==> src/rtl/operand_net_v_pkg.sv <==
// Shared defaults and operand path decoding for the per-lane operand network.
// Widths here are only defaults; parameter-sized types (data_t, index_t, netv_sel_t,
// wb_hist_t) are declared inside the modules because they depend on module parameters.
package operand_net_v_pkg;

   localparam int unsigned DefNumLanes = 16;
   localparam int unsigned DefNumSrc   = 3;
   localparam int unsigned DefNumRfp   = 4;
   localparam int unsigned DefNumWb    = 2;
   localparam int unsigned DefWidthData = 32;
   localparam int unsigned DefWidthIdx  = 7;

   // Where a source's final operand comes from
   typedef enum logic [1:0] {
      PathLocal,
      PathScalar,
      PathLane,
      PathLoop
   } path_e;

   // Scalar broadcast beats lane export; a lane select that names this lane loops back
   // to the local operand instead of the externally exported copy.
   function automatic path_e decode_path(input logic scalar_en, input logic lane_en,
                                         input logic lane_self);
      path_e path;
      if (scalar_en) begin
         path = PathScalar;
      end else if (lane_en && lane_self) begin
         path = PathLoop;
      end else if (lane_en) begin
         path = PathLane;
      end else begin
         path = PathLocal;
      end
      return path;
   endfunction

endpackage

==> src/rtl/fwd_hist_v.sv <==
// Writeback history shift register with newest-first forwarding lookup for
// several query indices. The live writeback beats every stored entry.
module fwd_hist_v #(
   parameter int unsigned NUM_WB     = 2,
   parameter int unsigned NUM_SRC    = 3,
   parameter int unsigned WIDTH_DATA = 32,
   parameter int unsigned WIDTH_IDX  = 7
) (
   input  logic                                 clk_i,
   input  logic                                 rst_ni,
   input  logic                                 wb_valid_i,
   input  logic [WIDTH_IDX-1:0]                 wb_idx_i,
   input  logic [WIDTH_DATA-1:0]                wb_data_i,
   input  logic [NUM_SRC-1:0][WIDTH_IDX-1:0]    query_idx_i,
   output logic [NUM_SRC-1:0]                   hit_o,
   output logic [NUM_SRC-1:0][WIDTH_DATA-1:0]   data_o
);

   typedef struct packed {
      logic                  valid;
      logic [WIDTH_IDX-1:0]  idx;
      logic [WIDTH_DATA-1:0] data;
   } wb_hist_t;

   wb_hist_t [NUM_WB-1:0] hist_q, hist_d;

   // Shift a new writeback into entry 0 and drop the oldest; hold otherwise
   always_comb begin
      hist_d = hist_q;
      if (wb_valid_i) begin
         hist_d[0].valid = 1'b1;
         hist_d[0].idx   = wb_idx_i;
         hist_d[0].data  = wb_data_i;
         for (int i = 1; i < int'(NUM_WB); i++) begin
            hist_d[i] = hist_q[i-1];
         end
      end
   end

   // History register; only valid bits matter after reset but clearing all is harmless
   always_ff @(posedge clk_i or negedge rst_ni) begin
      if (!rst_ni) begin
         hist_q <= '0;
      end else begin
         hist_q <= hist_d;
      end
   end

   // Walk oldest to newest so the newest match is the one left standing
   always_comb begin
      hit_o  = '0;
      data_o = '0;
      for (int q = 0; q < int'(NUM_SRC); q++) begin
         for (int i = int'(NUM_WB) - 1; i >= 0; i--) begin
            if (hist_q[i].valid && (hist_q[i].idx == query_idx_i[q])) begin
               hit_o[q]  = 1'b1;
               data_o[q] = hist_q[i].data;
            end
         end
         if (wb_valid_i && (wb_idx_i == query_idx_i[q])) begin
            hit_o[q]  = 1'b1;
            data_o[q] = wb_data_i;
         end
      end
   end

endmodule

==> src/rtl/operand_net_v.sv <==
// Per-lane operand network: read-port select, writeback forwarding, scalar/lane
// substitution, and a stallable one-cycle output register.
module operand_net_v
   import operand_net_v_pkg::*;
#(
   parameter int unsigned NUM_LANES   = DefNumLanes,
   parameter int unsigned LANE_ID     = 0,
   parameter int unsigned NUM_SRC     = DefNumSrc,
   parameter int unsigned NUM_RFP     = DefNumRfp,
   parameter int unsigned NUM_WB      = DefNumWb,
   parameter int unsigned WIDTH_DATA  = DefWidthData,
   parameter int unsigned WIDTH_IDX   = DefWidthIdx,
   parameter int unsigned WIDTH_LANES = $clog2(NUM_LANES),
   parameter int unsigned WIDTH_RFP   = $clog2(NUM_RFP),
   parameter int unsigned WIDTH_F     = WIDTH_RFP + 2 + WIDTH_LANES
) (
   input  logic                                  clock,
   input  logic                                  reset,
   input  logic                                  I_Req,
   input  logic                                  I_Stall,
   input  logic [NUM_SRC*WIDTH_F-1:0]            I_Sel_Path,
   input  logic [NUM_SRC-1:0]                    I_Sel_ALU_Src,
   input  logic [WIDTH_DATA-1:0]                 I_Scalar_Data,
   input  logic [NUM_RFP*WIDTH_DATA-1:0]         I_Src_Data,
   input  logic [NUM_RFP*WIDTH_IDX-1:0]          I_Src_Idx,
   input  logic                                  I_WB_Valid,
   input  logic [WIDTH_IDX-1:0]                  I_WB_DstIdx,
   input  logic [WIDTH_DATA-1:0]                 I_WB_Data,
   input  logic [NUM_SRC*NUM_LANES*WIDTH_DATA-1:0] I_Lane_Data,
   output logic                                  O_Valid,
   output logic [NUM_SRC*WIDTH_DATA-1:0]         O_Src_Data,
   output logic [NUM_SRC*WIDTH_DATA-1:0]         O_Lane_Data
);

   typedef logic [WIDTH_DATA-1:0] data_t;
   typedef logic [WIDTH_IDX-1:0]  index_t;

   // Field layout, LSB first: rfp_sel, scalar_en, lane_en, lane_idx
   typedef struct packed {
      logic [WIDTH_LANES-1:0] lane_idx;
      logic                   lane_en;
      logic                   scalar_en;
      logic [WIDTH_RFP-1:0]   rfp_sel;
   } netv_sel_t;

   netv_sel_t                sel     [NUM_SRC];
   logic     [NUM_SRC-1:0]   active;
   data_t    [NUM_SRC-1:0]   rf_data;
   index_t   [NUM_SRC-1:0]   rf_idx;
   logic     [NUM_SRC-1:0]   fwd_hit;
   data_t    [NUM_SRC-1:0]   fwd_data;
   data_t    [NUM_SRC-1:0]   local_op;
   data_t    [NUM_SRC-1:0]   final_op;

   logic                     valid_q, valid_d;
   data_t    [NUM_SRC-1:0]   src_q, src_d;
   data_t    [NUM_SRC-1:0]   lane_q, lane_d;

   // Decode per-source selects and fetch the raw register-file operand
   always_comb begin
      for (int s = 0; s < int'(NUM_SRC); s++) begin
         sel[s]     = netv_sel_t'(I_Sel_Path[s*WIDTH_F +: WIDTH_F]);
         active[s]  = I_Req & I_Sel_ALU_Src[s];
         rf_data[s] = '0;
         rf_idx[s]  = '0;
         // Non-power-of-two port counts leave unused encodings; they read as zero
         if (int'(sel[s].rfp_sel) < int'(NUM_RFP)) begin
            rf_data[s] = I_Src_Data[int'(sel[s].rfp_sel)*WIDTH_DATA +: WIDTH_DATA];
            rf_idx[s]  = I_Src_Idx[int'(sel[s].rfp_sel)*WIDTH_IDX +: WIDTH_IDX];
         end
      end
   end

   fwd_hist_v #(
      .NUM_WB     (NUM_WB),
      .NUM_SRC    (NUM_SRC),
      .WIDTH_DATA (WIDTH_DATA),
      .WIDTH_IDX  (WIDTH_IDX)
   ) u_fwd_hist (
      .clk_i       (clock),
      .rst_ni      (reset),
      .wb_valid_i  (I_WB_Valid),
      .wb_idx_i    (I_WB_DstIdx),
      .wb_data_i   (I_WB_Data),
      .query_idx_i (rf_idx),
      .hit_o       (fwd_hit),
      .data_o      (fwd_data)
   );

   // Apply forwarding, then scalar/lane substitution; inactive sources drive zero
   always_comb begin
      for (int s = 0; s < int'(NUM_SRC); s++) begin
         logic  lane_ok;
         logic  lane_self;
         data_t lane_ext;
         path_e path;

         local_op[s] = fwd_hit[s] ? fwd_data[s] : rf_data[s];
         lane_ok     = int'(sel[s].lane_idx) < int'(NUM_LANES);
         lane_self   = int'(sel[s].lane_idx) == int'(LANE_ID);
         lane_ext    = '0;
         if (lane_ok) begin
            lane_ext = I_Lane_Data[(s*int'(NUM_LANES) + int'(sel[s].lane_idx))*WIDTH_DATA
                                   +: WIDTH_DATA];
         end
         path = decode_path(sel[s].scalar_en, sel[s].lane_en, lane_self);
         unique case (path)
            PathScalar: final_op[s] = I_Scalar_Data;
            PathLane:   final_op[s] = lane_ext;
            PathLoop:   final_op[s] = local_op[s];
            PathLocal:  final_op[s] = local_op[s];
            default:    final_op[s] = local_op[s];
         endcase
         if (!active[s]) begin
            final_op[s] = '0;
            local_op[s] = '0;
         end
      end
   end

   // Output stage loads every unstalled cycle and holds while stalled
   always_comb begin
      valid_d = valid_q;
      src_d   = src_q;
      lane_d  = lane_q;
      if (!I_Stall) begin
         valid_d = I_Req;
         src_d   = final_op;
         lane_d  = local_op;
      end
   end

   // Output stage registers
   always_ff @(posedge clock or negedge reset) begin
      if (!reset) begin
         valid_q <= 1'b0;
         src_q   <= '0;
         lane_q  <= '0;
      end else begin
         valid_q <= valid_d;
         src_q   <= src_d;
         lane_q  <= lane_d;
      end
   end

   assign O_Valid     = valid_q;
   assign O_Src_Data  = src_q;
   assign O_Lane_Data = lane_q;

endmodule

==> config.mk <==
export PLATFORM = sky130hd
export DESIGN_NAME = operand_net_v
export DESIGN_NICKNAME = d
export VERILOG_FILES = /design/src/rtl/operand_net_v_pkg.sv /design/src/rtl/fwd_hist_v.sv /design/src/rtl/operand_net_v.sv
export SDC_FILE = /design/constraint.sdc
export NUM_CORES = 1
export LEC_CHECK = 0
export BUFFER_PORTS_ARGS = -buffer_cell sky130_fd_sc_hd__buf_2
export CAP_MARGIN = 10
export CORE_AREA = 3 3 769 771
export DETAILED_ROUTE_END_ITERATION = 7
export DIE_AREA = 0 0 772 774
export PLACE_DENSITY = 0.3
export SYNTH_ARGS = -nofsm -noshare
export SYNTH_HDL_FRONTEND = slang
export SYNTH_SLANG_ARGS = --single-unit
==> constraint.sdc <==
create_clock -name clock -period 6.15 [get_ports clock]
set_clock_uncertainty 0.2 [all_clocks]
set_input_delay 1.23 -clock clock [delete_from_list [all_inputs] [get_ports clock]]
set_output_delay 1.23 -clock clock [all_outputs]
set_load 0.03 [all_outputs]
Yosys cells after proc, flatten, opt, wreduce, memory -nomap -nowiden
Index checks and enable logic that the tools add are counted.
{"block": "totals", "reg_bits": 273, "out_inout_bits": 193, "wordCells": 108}
{"block": "op_classes", "addsub": 2, "mul": 3, "n_eq_ne": 18, "n_shift": 9, "mux": 39, "bitwise": 3, "reduce_logical": 21}
{"op": "1536-bit by 10-bit variable part select with 32-bit output", "count": 1}
{"op": "1536-bit by 12-bit variable part select with 32-bit output", "count": 1}
{"op": "1536-bit by 13-bit variable part select with 32-bit output", "count": 1}
{"op": "32-bit 2-to-1 mux", "count": 18}
{"op": "128-bit by 8-bit variable part select with 32-bit output", "count": 3}
{"op": "32-bit case mux with 3 select lines", "count": 3}
{"op": "28-bit by 6-bit variable part select with 7-bit output", "count": 3}
{"op": "7-bit equality test", "count": 9}
{"op": "2-bit 2-to-1 mux", "count": 9}
{"op": "2-bit by 3-bit multiplier with 5-bit output, second input constant", "count": 3}
{"op": "2-bit equality test, second input constant", "count": 6}
{"op": "1-bit logical AND", "count": 12}
{"op": "4-bit logical NOT", "count": 3}
{"op": "1-bit 2-to-1 mux", "count": 9}
{"op": "6-bit by 4-bit adder with 7-bit output, first input constant", "count": 1}
{"op": "5-bit by 4-bit adder with 6-bit output, first input constant", "count": 1}
{"op": "2-bit by 1-bit equality test with 1-bit output, second input constant", "count": 3}
{"op": "2-bit logical NOT", "count": 3}
{"op": "2-bit OR reduction", "count": 3}
{"op": "1-bit AND", "count": 3}

Depth between registers and ports, before layout
Gate-level depths: netlist of the first run.
{"block": "logic_depth", "word_depth": 10, "depth_mapped": 15}

Hierarchy
Synthesis of the first run repeated with hierarchy kept, for this count alone.
{"block": "unflattened", "hier_cells": 3896, "area_unflattened_um2": 33781.1}
{"module": "operand_net_v", "n_inst": 1, "cells_each": 3287, "area_per_inst_um2": 27878.0, "seq_area_each_um2": 4829.6}
{"module": "fwd_hist_v", "n_inst": 1, "cells_each": 609, "area_per_inst_um2": 5903.2, "seq_area_each_um2": 2001.9}

Worst setup path after synthesis of the first run
Ideal clock, no wire load.
{"block": "synth_timing", "path_kind": "input to register", "start": "in I_Sel_Path[20]", "end": "reg src_q (netlist bit O_Src_Data[66])", "setup_time_ps": 133, "arrival_ps": 4016, "required_ps": 5817, "setup_slack_ps": 1801, "stages": 14, "path_cell_list": "clkbuf_1 -> buf_2 -> buf_1 -> buf_2 -> nor4_1 -> a21o_1 -> ha_1 -> clkbuf_1 -> inv_1 -> clkbuf_1 -> clkbuf_1 -> nand2_1 -> a32oi_1 -> o31ai_1"}
{"block": "synth_between", "elab_chain_cells": 8}
{"item": "from (decl)", "line_no": "operand_net_v.sv:21", "text": "input logic [NUM_SRC*WIDTH_F-1:0] I_Sel_Path,"}
{"item": "parallel branches: the longest is 6 deep, another holds 6-bit by 4-bit adder with 7-bit output"}
{"item": "32-bit case mux with 3 select lines *", "line_no": "operand_net_v.sv:107", "text": "unique case (path)"}
{"item": "32-bit 2-to-1 mux *", "line_no": "operand_net_v.sv:114", "text": "if (!active[s]) begin"}
{"item": "to (signal assigned)", "line_no": "operand_net_v.sv:141", "text": "src_q <= src_d;"}
{"item": "to (decl)", "line_no": "operand_net_v.sv:56", "text": "data_t [NUM_SRC-1:0] src_q, src_d;"}
Mark *: on every way between the ends.
A chain may end at the register's enable or synchronous reset.

Final worst setup path of the first run
{"block": "layout_timing", "start": "in I_Sel_Path[12]", "end": "reg src_q (netlist bit O_Src_Data[40])"}
{"block": "layout_between", "elab_chain_cells": 8}
{"item": "parallel branches: the longest is 6 deep, another holds 5-bit by 4-bit adder with 6-bit output"}
{"item": "32-bit case mux with 3 select lines *", "line_no": "operand_net_v.sv:107"}
{"item": "32-bit 2-to-1 mux *", "line_no": "operand_net_v.sv:114"}
Marks and branches as above.

==> impl_metrics.py, run 1 <==
metrics = {
    "final_layout": {
        "drive_gt1_share_pct": 62.0,
        "final_area_um2": 53800,
        "nNetsFinal": 6500,
        "area_growth_syn_to_layout_pct": 70.8,
        "finalNonFillerCells": 12800,
    },
    "drt": {
        "drc": 0,
        "totalWireLength_mm": 508,
        "routed-via-count": 40100,
        "viasPerCell": 3.14,
        "drt-initial-drc-count": 3801,
        "drt-wirelength-per-cell_um": 39.8,
        "final_antenna_net_count": 0,
        "first_pass_iters": 6,
    },
    "clocking": {
        "cts_resized": 0,
        "h-tree-depth": 2,
        "cts_tree": "yes",
        "hold_buffers": 0,
        "clk_pin_slew_ns": 0.06,
        "numCtsBuffers": 39,
        "clkSinkCount": 273,
        "post_cts_buffers": 0,
        "clk_latency_ns": 0.61,
        "cts_root_buf": "clkbuf_16",
        "cts.path.max_buffers": 3,
    },
    "power": {
        "seq_power_share_pct": 23.8,
        "combPwrFrac_pct": 49.6,
        "ir_drop_uv": 159,
        "powerDensity_nw_per_um2": 170,
        "clockPowerShare_pct": 26.6,
        "swShare_pct": 46.1,
        "p_int_uw": 4930,
        "p_leak_uw": 0.0212,
        "switching_power_uw": 4210,
    },
    "global_route": {
        "grt_overflow": 0,
        "grt_max_degree": 122,
        "grt_first_pass_wirelength_mm": 595,
        "grt_pass1_vias": 39600,
        "grt_util_all_layers_pct": 16.2,
        "antenna_found_initial": 463,
    },
    "floorplan": {
        "rows": 281,
        "io_pins": 1988,
        "die_area_um2": 598000,
        "core_um2": 585000,
        "start_util_pct": 5.38,
        "fp.dieW_um": 772,
        "die_y_um": 774,
    },
    "synthesis": {
        "synth_seq_cells": 273,
        "synthCells": 2782,
        "synth_warnings": 0,
        "synth_fp_nets": 4583,
        "synthesis.area_um2": 31500,
        "seq_area_frac_synth_pct": 21.7,
        "synthArstFlopShare_pct": 100,
        "avgSynthCellArea_um2": 11.3,
        "synth.distinct_cells": 74,
        "synth_ff_type": "dfrtp_1",
        "synth_edf_count": 0,
    },
    "timing": {
        "fin_tns_setup_ns": 0,
        "slew_headroom_pct": 22.0,
        "rsz0062_at_grt": "no",
        "finalHoldViolCount": 0,
        "min_period_ns": 4.64,
        "holdWs_ns": 0.268,
        "fmax_mhz": 215,
        "period_share_pct": 75.5,
        "worst_slew_pin_slew_ns": 1.17,
        "drv_slew": 0,
        "setup_viol": 0,
    },
    "worst_hold_path": {
        "hold_depth": 2,
        "holdPathEnd": "O_Lane_Data[38]$_DFFE_PN0N_",
        "hold_path.class": "flip-flop to flip-flop",
        "min_from": "O_Lane_Data[38]$_DFFE_PN0N_",
    },
    "placement": {
        "hpwlAfterDp_mm": 461,
        "io_buffers": 1987,
        "dpl-instance-area_um2": 51800,
        "place_congestion": 0.993,
        "dp_cells": 12400,
    },
    "critical_path": {
        "critPathCaptureType": "flip-flop",
        "worstSetupPathType": "input pin to flip-flop",
        "reg2reg_slack_ns": 2.60,
        "path_max_fanout": 56,
        "worstReg2RegStart": "u_fwd_hist.hist_q[32]$_DFFE_PN0P_",
        "worst-r2r-cell-count": 9,
        "crit_path_start_kind": "input pin",
        "reg2reg_to": "O_Src_Data[52]$_DFFE_PN0N_",
        "required_ns": 6.37,
        "worstPathArrival_ns": 4.86,
    },
    "outcome": {
        "status": "finished clean",
    },
    "job": {
        "maxCapViolCount": 0,
    },
}
worst max path at each step:
stage	from	end	slack [ns]	depth (start not counted)
4_1_cts	I_Sel_Path[12]	O_Src_Data[46]$_DFFE_PN0N_	1.24	10
6_report	I_Sel_Path[12]	O_Src_Data[40]$_DFFE_PN0N_	1.51	10
3_3_place_gp	I_Sel_Path[12]	O_Src_Data[32]$_DFFE_PN0N_	0.20	7
3_5_place_dp	I_Sel_Path[12]	O_Src_Data[46]$_DFFE_PN0N_	0.60	10
2_1_floorplan	I_Sel_Path[20]	O_Src_Data[66]$_DFFE_PN0N_	1.80	14
5_1_grt	I_Sel_Path[8]	O_Src_Data[52]$_DFFE_PN0N_	1.14	11
stage by stage:
step / worst slack (ns) / total power (µW) / utilization, %
3_3_place_gp: 0.196 / 6920 / 8.84
4_1_cts: 1.24 / 9390 / 9.08
6_report: 1.51 / 9140 / 9.19
2_1_floorplan: 1.80 / 3870 / -
5_1_grt: 1.14 / 9480 / 9.13
3_5_place_dp: 0.605 / 6900 / 8.86
cells in the final DEF (no fill, tap or decap), types with 29 or more instances in the layout:
cell / instances
a211oi_1: 41
a31oi_1: 68
nand2_1: 194
nor2_1: 64
a21oi_1: 167
inv_1: 49
o22ai_1: 45
a32o_1: 29
o21ai_0: 127
mux2i_1: 122
dfrtp_1: 272
a21o_1: 33
nand3_1: 64
o2111ai_1: 45
buf_4: 207
buf_2: 1975
nor3_1: 54
clkbuf_16: 39
a22o_1: 49
nand4_1: 31
xnor2_1: 49
nor4b_1: 37
o41ai_1: 29
diode_2: 255
mux2_2: 79
mux4_2: 537
critical path: stages:
cell and delay, ns:
buf_8 0.27, buf_4 0.35, nor4_1 0.28, a21o_1 0.29, inv_1 0.08, ha_1 0.22
nand2b_2 0.65, o22ai_1 0.40, a211oi_1 0.84, a21oi_1 0.14
Yosys cell counts, types with 42 or more instances:
cell type	number	share of area [%]
a31oi_1	68	1.4
dfrtp_1	273	22
nand3_1	64	1.0
buf_1	57	0.68
inv_1	49	0.58
o21ai_0	127	2.0
o2111ai_1	45	1.3
a211oi_1	42	1.0
clkbuf_1	222	2.6
nor3_1	55	0.87
a21oi_1	167	2.7
o22ai_1	45	0.89
nand2_1	196	2.3
mux2i_1	123	3.9
nor2_1	68	0.81
mux2_2	79	2.8
a22o_1	49	1.4
xnor2_1	49	1.4
mux4_2	537	38
power by group through the flow:
| stage | clock network (µW) | logic (µW) | registers (µW) |
|---|---|---|---|
| floorplan | 0 | 1600 | 2270 |
| global placement | 0 | 4710 | 2200 |
| detailed placement | 0 | 4700 | 2200 |
| CTS | 2500 | 4720 | 2170 |
| global route | 2550 | 4750 | 2190 |
| finish | 2430 | 4540 | 2170 |
final cells by class:
cell class                 count  area (µm²)
clock buffer                  52        1100
sequential                   273        6830
inverter                      50         188
multi-input combinational   2131       23200
timing repair buffer        2204       11800
clock inverter                16         191
antenna                      255         638
fill                       68400      531000
tap                         7782        9740
state kept, by name (all words and copies together), names as in the netlist:
register,count
O_Lane_Data,96
O_Src_Data,96
O_Valid,1
u_fwd_hist.hist_q,80
routing by layer:
metal  GRT usage, %  up-vias  share of wire (%)
met2           29.6     2752                 51
met1           17.8    20600                 36
li1               -    15700                  -
met4           6.35      116                4.9
met3           4.21      833                7.7
met5              0        -               0.15
logic make-up after synthesis:
kind of cell               count (synthesis)  synth area share [%]
muxes                                    744                  45.6
xor gates and xnor gates                  65                  1.86
and+or+nand+nor                          561                  9.37
buffers and inverters                    378                  4.82
AOI/OAI and AO/OA                        755                  16.4
DFF                                      273                  21.7
adders and majority gates                  6                 0.238
(Power assumes the default switching activity.)
==> inputs of run 2 (changes only) <==
--- a/config.mk
+++ b/config.mk
@@ -7,9 +7,9 @@
 export LEC_CHECK = 0
 export BUFFER_PORTS_ARGS = -buffer_cell sky130_fd_sc_hd__buf_2
 export CAP_MARGIN = 10
-export CORE_AREA = 3 3 769 771
+export CORE_AREA = 3 3 771 773
 export DETAILED_ROUTE_END_ITERATION = 7
-export DIE_AREA = 0 0 772 774
+export DIE_AREA = 0 0 774 776
 export PLACE_DENSITY = 0.3
 export SYNTH_ARGS = -nofsm -noshare
 export SYNTH_HDL_FRONTEND = slang
==> constraint.sdc (replaced) <==
create_clock -name clock -period 4.1 [get_ports clock]
set_clock_uncertainty 0.2 [all_clocks]
set_input_delay 0.82 -clock clock [delete_from_list [all_inputs] [get_ports clock]]
set_output_delay 0.82 -clock clock [all_outputs]
set_load 0.03 [all_outputs]
==> run 2 against run 1 <==
  * The flow now finishes with violations (antenna rules, hold timing)
  * Final area rose by 3.8%
  * First-iteration DRC count fell by 14%
  * Sequential share of layout area fell by 0.47 points
  * Critical path depth rose by 1
  * Wire length rose by 0.22%
  * Clock power rose by 52%
  * Utilization rose by 0.29 points
  * Cell count rose by 1.8%
  * Critical endpoint is now O_Src_Data[62]$_DFFE_PN0N_
  * Largest cell class unchanged
  * Highest routed layer unchanged
==> impl_metrics.py, run 2 (same netlist as run 1, synthesis figures left out) <==
metrics = {
    "outcome": {
        "status": "finished, violations left",
        "violations": "antenna rules, hold timing",
    },
    "floorplan": {
        "rows": 282,
        "die_y_um": 776,
        "die_area_um2": 601000,
        "fp.dieW_um": 774,
        "io_pins": 1988,
        "core_um2": 589000,
        "start_util_pct": 5.35,
    },
    "critical_path": {
        "required_ns": 4.33,
        "crit_slowest_cell": "o21ai_0",
        "crit_path_start_kind": "input pin",
        "worstSetupPathType": "input pin to flip-flop",
        "crit_path_frequent_cell": "buf_4",
        "worstPathArrival_ns": 4.07,
        "critPathCaptureType": "flip-flop",
        "cp_cell_sequence": "buf_2, buf_4, mux4_2, xnor2_1, nand4_1, buf_4, nor2_2, buf_4, nor4b_1, o21ai_0, a21oi_1",
        "cp_slowest_stage_delay_ns": 0.64,
        "critPathBufInv": 4,
        "path_max_fanout": 18,
        "path_delay_family": "buffers and inverters",
    },
    "worst_hold_path": {
        "hold_path.class": "input pin to asynchronous set/reset pin",
    },
    "global_route": {
        "grt_max_degree": 146,
        "grt_pass1_vias": 40100,
        "grt_first_pass_wirelength_mm": 600,
        "grt_overflow": 0,
        "antenna_found_initial": 436,
        "grt_util_all_layers_pct": 16.2,
    },
    "clocking": {
        "numCtsBuffers": 40,
        "h-tree-depth": 2,
        "clkSinkCount": 273,
        "clk_latency_ns": 0.62,
        "clk_pin_slew_ns": 0.06,
        "cts.path.max_buffers": 3,
        "hold_buffers": 0,
        "cts_root_buf": "clkbuf_16",
        "post_cts_buffers": 0,
        "cts_resized": 0,
        "cts_tree": "yes",
    },
    "drt": {
        "first_pass_iters": 5,
        "viasPerCell": 3.10,
        "final_antenna_net_count": 1,
        "drt-initial-drc-count": 3277,
        "drc": 0,
        "routed-via-count": 40300,
        "drt-wirelength-per-cell_um": 39.1,
        "totalWireLength_mm": 509,
    },
    "placement": {
        "io_buffers": 1987,
        "hpwlAfterDp_mm": 468,
        "dpl-instance-area_um2": 53700,
        "dp_slack_ns": -0.289,
        "place_congestion": 0.951,
    },
    "timing": {
        "setup_viol": 0,
        "slew_headroom_pct": 28.4,
        "worst_slew_pin_slew_ns": 1.07,
        "rsz0062_at_grt": "no",
        "holdWs_ns": -0.00340,
        "period_share_pct": 93.6,
        "drv_slew": 0,
        "min_period_ns": 3.84,
        "fmax_mhz": 261,
        "finalWorstSetupSlack_ns": 0.262,
        "finalHoldViolCount": 2,
    },
    "final_layout": {
        "final_area_um2": 55800,
        "fillCellCount": 68700,
        "area_growth_syn_to_layout_pct": 77.2,
        "layout_commonest_cell": "buf_2",
        "final_util_pct": 9.48,
        "final_cell_mix": "buf_2, mux4_2, buf_4, dfrtp_1, nand2_1",
        "nNetsFinal": 6674,
        "drive_gt1_share_pct": 63.4,
    },
    "power": {
        "ir_drop_uv": 224,
        "p_leak_uw": 0.0223,
        "powerDensity_nw_per_um2": 252,
    },
    "job": {
        "maxCapViolCount": 0,
    },
}
run 2: cell types whose count changed in the layout (fill, tap and decap cells not counted), sizes merged:
cell      previous run  this run
buf               2204      2377
diode              255       284
clkinvlp             1         4
clkbuf              52        53
clkinv              10         9
run 2: layer usage:
| layer | part of all wire, % | up-vias | GRT usage [%] |
|---|---|---|---|
| met2 | 52 | 2637 | 30.0 |
| met5 | 0.15 | - | 0 |
| met1 | 36 | 20700 | 17.8 |
| met4 | 3.9 | 112 | 5.00 |
| met3 | 8.1 | 776 | 4.45 |
| li1 | - | 16100 | - |
run 2: layout make-up:
type / instances / area (µm²) / share of cell area (%)
antenna: 284 / 711 / 1.27
timing repair buffer: 2377 / 13700 / 24.6
multi-input combinational: 2131 / 23200 / 41.6
tap: 7810 / 9770 / 17.5
clock buffer: 53 / 1130 / 2.03
sequential: 273 / 6830 / 12.2
inverter: 50 / 188 / 0.336
clock inverter: 18 / 209 / 0.374
run 2: worst paths after layout:
check / startpoint / to / slack [ns] / cells past startpoint
setup / recovery: I_Sel_Path[8] / O_Src_Data[62]$_DFFE_PN0N_ / 0.26 / 11
hold / removal: reset / O_Lane_Data[45]$_DFFE_PN0N_ / -0.003 / 1
setup reg to reg: u_fwd_hist.hist_q[32]$_DFFE_PN0P_ / O_Src_Data[51]$_DFFE_PN0N_ / 0.91 / 8
hold reg to reg: O_Lane_Data[52]$_DFFE_PN0N_ / O_Lane_Data[52]$_DFFE_PN0N_ / 0.27 / 2
max in group asynchronous: reset / u_fwd_hist.hist_q[33]$_DFFE_PN0P_ / 2.79 / 2
min in group clock: O_Lane_Data[52]$_DFFE_PN0N_ / O_Lane_Data[52]$_DFFE_PN0N_ / 0.27 / 2
run 2: power by group:
group	switching [µW]	internal [µW]	total, µW
sequential	328	2930	3260
combinational	4550	2570	7120
clock	1560	2150	3700
run 2: through the flow:
step                      cells  TNS [ns]  hold slack [ns]  total power, µW
after floorplan            2782         0            0.281             5800
after detailed placement  12600     -3.00            0.255            10700
after global placement    12600     -2.77            0.255            10700
final                     13000         0         -0.00340            14100
after global routing      12900         0           0.0496            14600
after CTS                 12700         0           0.0269            14400
